**src/rtl/bist_ctrl.sv**
```systemverilog
// rtl/bist_ctrl.sv - BIST sequencer driving an exhaustive count into a CUT and checking the MISR signature
//
// Purpose: on start, seed the MISR for one cycle, drive patterns 0..N_PAT-1
// into the CUT while the MISR compacts, then compare the signature against
// GOLDEN and report sticky done/pass.
//
// Parameters: PAT_W (pattern width), SIG_W (signature width),
//             N_PAT (patterns applied, 1..2^PAT_W), GOLDEN (expected signature).
// Ports:
//   clk       - clock, all state changes on rising edge
//   rst       - synchronous active-high reset
//   start     - run request, only looked at while idle
//   abort     - cancel a run in progress
//   pat       - pattern to the CUT (counter value while running, else 0)
//   misr_seed - MISR seed/reset control, high = load seed on next edge
//   sig       - current MISR output
//   busy      - high whenever a run is in progress
//   done      - sticky, set when a run completes
//   pass      - sticky, signature matched GOLDEN (meaningful while done)
//   sig_cap   - captured signature, only with BIST_SIG_CAPTURE_EN defined
//
// Optional feature macro: BIST_SIG_CAPTURE_EN adds the sig_cap register/port.
module bist_ctrl #(
   parameter int               PAT_W  = 4,
   parameter int               SIG_W  = 5,
   parameter int               N_PAT  = 16,
   parameter logic [SIG_W-1:0] GOLDEN = '0
) (
   input  logic             clk,
   input  logic             rst,
   input  logic             start,
   input  logic             abort,
   output logic [PAT_W-1:0] pat,
   output logic             misr_seed,
   input  logic [SIG_W-1:0] sig,
   output logic             busy,
   output logic             done,
   output logic             pass
`ifdef BIST_SIG_CAPTURE_EN
   ,
   output logic [SIG_W-1:0] sig_cap
`endif
);

   typedef enum logic [1:0] {
      S_IDLE  = 2'd0,
      S_SEED  = 2'd1,
      S_RUN   = 2'd2,
      S_CHECK = 2'd3
   } state_t;

   // Final pattern index; the counter stops here instead of wrapping, so
   // N_PAT = 2^PAT_W simply ends on the all-ones value.
   localparam logic [PAT_W-1:0] LAST_PAT = PAT_W'(N_PAT - 1);

   state_t           state;
   state_t           state_nx;
   logic [PAT_W-1:0] cnt;
   logic [PAT_W-1:0] cnt_nx;
   logic             done_nx;
   logic             pass_nx;

   always_ff @(posedge clk) begin
      if (rst) begin
         state <= S_IDLE;
         cnt   <= '0;
         done  <= 1'b0;
         pass  <= 1'b0;
      end else begin
         state <= state_nx;
         cnt   <= cnt_nx;
         done  <= done_nx;
         pass  <= pass_nx;
      end
   end

   always_comb begin
      state_nx = state;
      cnt_nx   = cnt;
      done_nx  = done;
      pass_nx  = pass;
      case (state)
         S_IDLE: begin
            // abort is deliberately not looked at here, so start wins.
            if (start) begin
               state_nx = S_SEED;
               cnt_nx   = '0;
               done_nx  = 1'b0;
               pass_nx  = 1'b0;
            end
         end
         S_SEED: begin
            if (abort) begin
               state_nx = S_IDLE;
               done_nx  = 1'b0;
               pass_nx  = 1'b0;
            end else begin
               state_nx = S_RUN;
            end
         end
         S_RUN: begin
            if (abort) begin
               state_nx = S_IDLE;
               done_nx  = 1'b0;
               pass_nx  = 1'b0;
            end else if (cnt == LAST_PAT) begin
               state_nx = S_CHECK;
            end else begin
               cnt_nx = cnt + PAT_W'(1);
            end
         end
         S_CHECK: begin
            // sig already holds the signature after N_PAT compaction steps.
            if (abort) begin
               state_nx = S_IDLE;
               done_nx  = 1'b0;
               pass_nx  = 1'b0;
            end else begin
               state_nx = S_IDLE;
               done_nx  = 1'b1;
               pass_nx  = (sig == GOLDEN);
            end
         end
         default: begin
            state_nx = S_IDLE;
         end
      endcase
   end

   // Outputs decode only registered state/counter, never inputs.
   assign pat       = (state == S_RUN) ? cnt : '0;
   assign misr_seed = (state != S_RUN);
   assign busy      = (state != S_IDLE);

`ifdef BIST_SIG_CAPTURE_EN
   // Kept across later starts so a failing signature stays visible.
   always_ff @(posedge clk) begin
      if (rst) begin
         sig_cap <= '0;
      end else if ((state == S_CHECK) && !abort) begin
         sig_cap <= sig;
      end
   end
`endif

endmodule

```
**config.mk**
```make
export PLATFORM = sky130hd
export DESIGN_NAME = bist_ctrl
export DESIGN_NICKNAME = d
export VERILOG_FILES = /design/src/rtl/bist_ctrl.sv
export SDC_FILE = /design/constraint.sdc
export NUM_CORES = 1
export LEC_CHECK = 0
export ABC_CLOCK_PERIOD_IN_PS = 2600
export BUFFER_PORTS_ARGS = -buffer_cell sky130_fd_sc_hd__buf_2
export CORE_AREA = 4 4 41 43
export CTS_CLUSTER_DIAMETER = 100
export CTS_CLUSTER_SIZE = 25
export DETAILED_ROUTE_END_ITERATION = 8
export DIE_AREA = 0 0 45 47
export PLACE_DENSITY = 0.7
export SLEW_MARGIN = 15
export SYNTH_ARGS = -nofsm -noshare
export SYNTH_HDL_FRONTEND = slang
export SYNTH_SLANG_ARGS = --single-unit
```
**constraint.sdc**
```tcl
create_clock -name clk -period 2.6 [get_ports clk]
set_input_delay 0.39 -clock clk [delete_from_list [all_inputs] [get_ports clk]]
set_output_delay 0.39 -clock clk [all_outputs]
set_load 0.005 [all_outputs]
```
# Yosys cells after proc, flatten, opt, wreduce, memory -nomap -nowiden
# Index checks and enable logic that the tools add are counted.
[totals]
output_inout_bits = 8
elab_cells = 39
input_bits = 9
register_bits = 8
[classes]
reduce_logical = 8
add_sub_neg = 1
eq_ne = 10
muxes = 16
[op_table]
columns = ["op", "count"]
rows = [
  ["$mux 4", 4],
  ["$mux 2", 4],
  ["$ne 2x2->1 const B", 4],
  ["$pmux 2 s4", 1],
  ["$pmux 4 s2", 1],
  ["$pmux 1 s3", 2],
  ["$logic_not 5->1", 1],
  ["$add 4x1->4 const B", 1],
  ["$eq 2x2->1 const B", 2],
  ["$eq 4x4->1 const B", 1],
  ["$mux 1", 4],
  ["$reduce_and 2->1", 2],
  ["$reduce_and 4->1", 1],
  ["$reduce_bool 2->1", 2],
  ["$ne 3x3->1 const B", 1],
  ["$eq 2x1->1 const B", 1],
  ["$logic_not 2->1", 1],
  ["$ne 2x1->1 const B", 1],
  ["$reduce_or 2->1", 1],
]

# Depth between registers and ports, before layout
[logic_depth]
depth_word = 4
mapped_depth = 5
mapped_depth_nobuf = 5

# Worst setup path before layout
# Ideal clock, no wire load.
[synth_path]
path_type = "reg2reg"
from = "register state[1]"
to = "register done"
arrival_ns = 1.544
required_ns = 2.530
synth_period_minus_slack_ns = 1.614
setup_slack_ns = 0.986
n_path_buf = 0
setup_ns = 0.070
path_stages_with_launch = 6
path_cell_list = "dfxtp_1 inv_1 ha_1 nor2b_1 or4b_2 a21oi_1"
[synth_via]
elab_chain_len = 4
elab_cells_between_ends = 9
cone_classes = "eq/ne: 5; mux: 1; reduce/logical: 3"
[synth_lines]
columns = ["item", "line", "text"]
rows = [
  ["start: declaration", "56", "state_t state;"],
  ["start signal: assignment", "70", "state <= state_nx;"],
  ["$eq 2x2->1 / $eq 2x1->1 (equally long branches)", "82", "case (state)"],
  ["$reduce_or 2->1 (no line)", "--", ""],
  ["$ne 2x1->1 (no line)", "--", ""],
  ["$reduce_and 2->1 (no line)", "--", ""],
  ["end signal: assignment", "72", "done <= done_nx;"],
  ["end: declaration", "37", "output logic done,"],
]
# Several ways; a longest one is shown, not always the timed one.
# A chain may end at the register's enable or synchronous reset.

# Final worst setup path
# Same ends and word-level chain as after synthesis.

==> results_dict.tcl <==
set metrics [dict create \
    power_density_mw_per_mm2 404 \
    yosys-top-cells-count "dfxtp_1 (8), ha_1 (7), inv_1 (5)" \
    p_total_uw 287 \
    portBuffers 16 \
    min_from "rst" \
    dieArea_mm2 0.00212 \
    placementRows 13 \
    fin_skew_ns 0.00845 \
    core_area_mm2 0.00130 \
    avgSynthCellArea_um2 8.83 \
    fin_util_pct 54.5 \
    cts-resized-gates 0 \
    clkTransAtPathRegs_ns 0.06 \
    period_share_pct 67.3 \
    rsz0062_at_grt "false" \
    status "completed" \
    post_drt_wl_per_cell_um 12.2 \
    hp-class "input port to flip-flop" \
    r2r-start "state[1]$_SDFFE_PP0P_" \
    finalInstanceArea_um2 709 \
    critPathLaunch "state[1]$_SDFFE_PP0P_" \
    numCtsBuffers 3 \
    wirelength_um 1220 \
    syn_nets 83 \
    synth.most_common_cell "dfxtp_1" \
    end_kind "flip-flop" \
    worstSetupPathType "flip-flop to flip-flop" \
    worst_ep_arrival_time_ns 1.94 \
    tightestPinTransition_ns 0.399 \
    crit_fanout 6 \
    synth-edff-count 0 \
    die_y_um 47 \
    drc 0 \
    yosysSeqAreaShare_pct 27.1 \
    slew_headroom_pct 72.7 \
    ys_ff_latch 8 \
    drive_gt1_share_pct 27.1 \
    root_buffer "clkbuf_4" \
    drt_pass1_iterations 4 \
    initial_core_util_pct 45.5 \
    diodes 0 \
    setup_tns_ns 0 \
    slew_violations 0 \
    synthFlopType "dfxtp_1" \
    first_iter_violations 4 \
    placed_cells 97 \
    ir_drop_mv 0.221 \
    synth_area_um2 592 \
    vias 551 \
    synth-warning-count 0 \
    track_usage_pct 13.7 \
    place_ws_ns 0.865 \
    grt_pass1_wl_um 2070 \
    via_per_inst 5.51 \
    cts.path.max_buffers 2 \
    clock_sinks 8 \
    cellLeakagePower_nw 0.324 \
    postCtsHoldBufs 0 \
    finalNonFillerCells 100 \
    synthArstFlopShare_pct 0 \
    dp_hpwl_um 957 \
    cts_tree "done" \
    whs_ns 0.474 \
    required_ns 2.79 \
    area_growth_syn_to_layout_pct 19.9 \
    antenna_found_initial 0 \
    antenna_left 0 \
    die_w_um 45 \
    setup_ws_ns 0.850 \
    cts_setup_buffers 0 \
    setup_viol 0 \
    grt_pass1_vias 507 \
    fin_crit_ns 1.75 \
    num-nets-final 103 \
    final_hold_viol_count 0 \
    clock_latency_ns 0.26 \
    fmax_mhz 572 \
    place.gp.congestion 0.798 \
    ys_types 30 \
    gr-total-overflow 0 \
    maxCapViolations 0 \
    netlist_instances 67 \
    grt_max_degree 16 \
    synth_top_area_share_pct 27.1 \
    synth_top_area_cell "dfxtp_1" \
    htree_levels 1 \
    cp-start-kind "flip-flop" \
    dpl-instance-area_um2 687 \
    synthTopCellsByArea "dfxtp_1 (27%), ha_1 (15%), mux2i_1 (5.1%), and2b_2 (4.4%), and2_1 (4.2%)" \
    num_io_pins 17 \
]
[area by class of cell]
cell class / count / area (µm²)
Fill cell: 135 / 592
Multi-Input combinational cell: 53 / 409
Sequential cell: 8 / 160
Timing Repair Buffer: 16 / 80.1
Clock buffer: 3 / 22.5
Inverter: 5 / 18.8
Tap cell: 15 / 18.8
[layer usage]
layer	track usage [%]	part of all wire [%]
met2	22.6	45
met5	0	0
met3	3.45	6.1
met4	8.77	2.5
met1	15.7	46
[state kept, by name (all words and copies together), names as in the netlist]
| register | flops |
|---|---|
| pass | 1 |
| done | 1 |
| state | 2 |
| cnt | 4 |
[worst paths after layout]
kind	endpoint	slack [ns]	cells after the start
worst max-delay path	done$_SDFFE_PP0P_	0.85	5
worst min-delay path	done$_SDFFE_PP0P_	0.47	2
worst max register to register	done$_SDFFE_PP0P_	0.85	5
worst min register to register	done$_SDFFE_PP0P_	0.48	2
[layout by cell type (no fill, tap or decap), drive strengths merged, types with 3 or more instances in the layout]
cell type	count
nand2b	4
nor2b	4
and2	4
clkbuf	3
inv	5
buf	16
and2b	3
dfxtp	8
ha	7
o21ai	3
mux2i	3
[cell families after synthesis]
kind of cell	share of synthesized area [%]
muxes	5.07
AOI/OAI and AO/OA	15.6
DFF	27.1
adders and majority gates	14.8
and+or+nand+nor	33.6
buffers and inverters	3.81
[worst max-delay path, cell delays in order (launching register included)]
cell and delay [ns]:
dfxtp_1 0.40, inv_1 0.10, ha_1 0.22, nor2b_1 0.19
or4b_2 0.61, a21oi_1 0.15
[power breakdown]
part | leakage (nW) | internal (mW) | total [mW] | switching, mW
combinational | 0.245 | 0.0264 | 0.0588 | 0.0324
sequential | 0.0648 | 0.125 | 0.128 | 0.00230
clock | 0.0138 | 0.0532 | 0.100 | 0.0472
No activity file was read; power rests on OpenSTA's default activity.
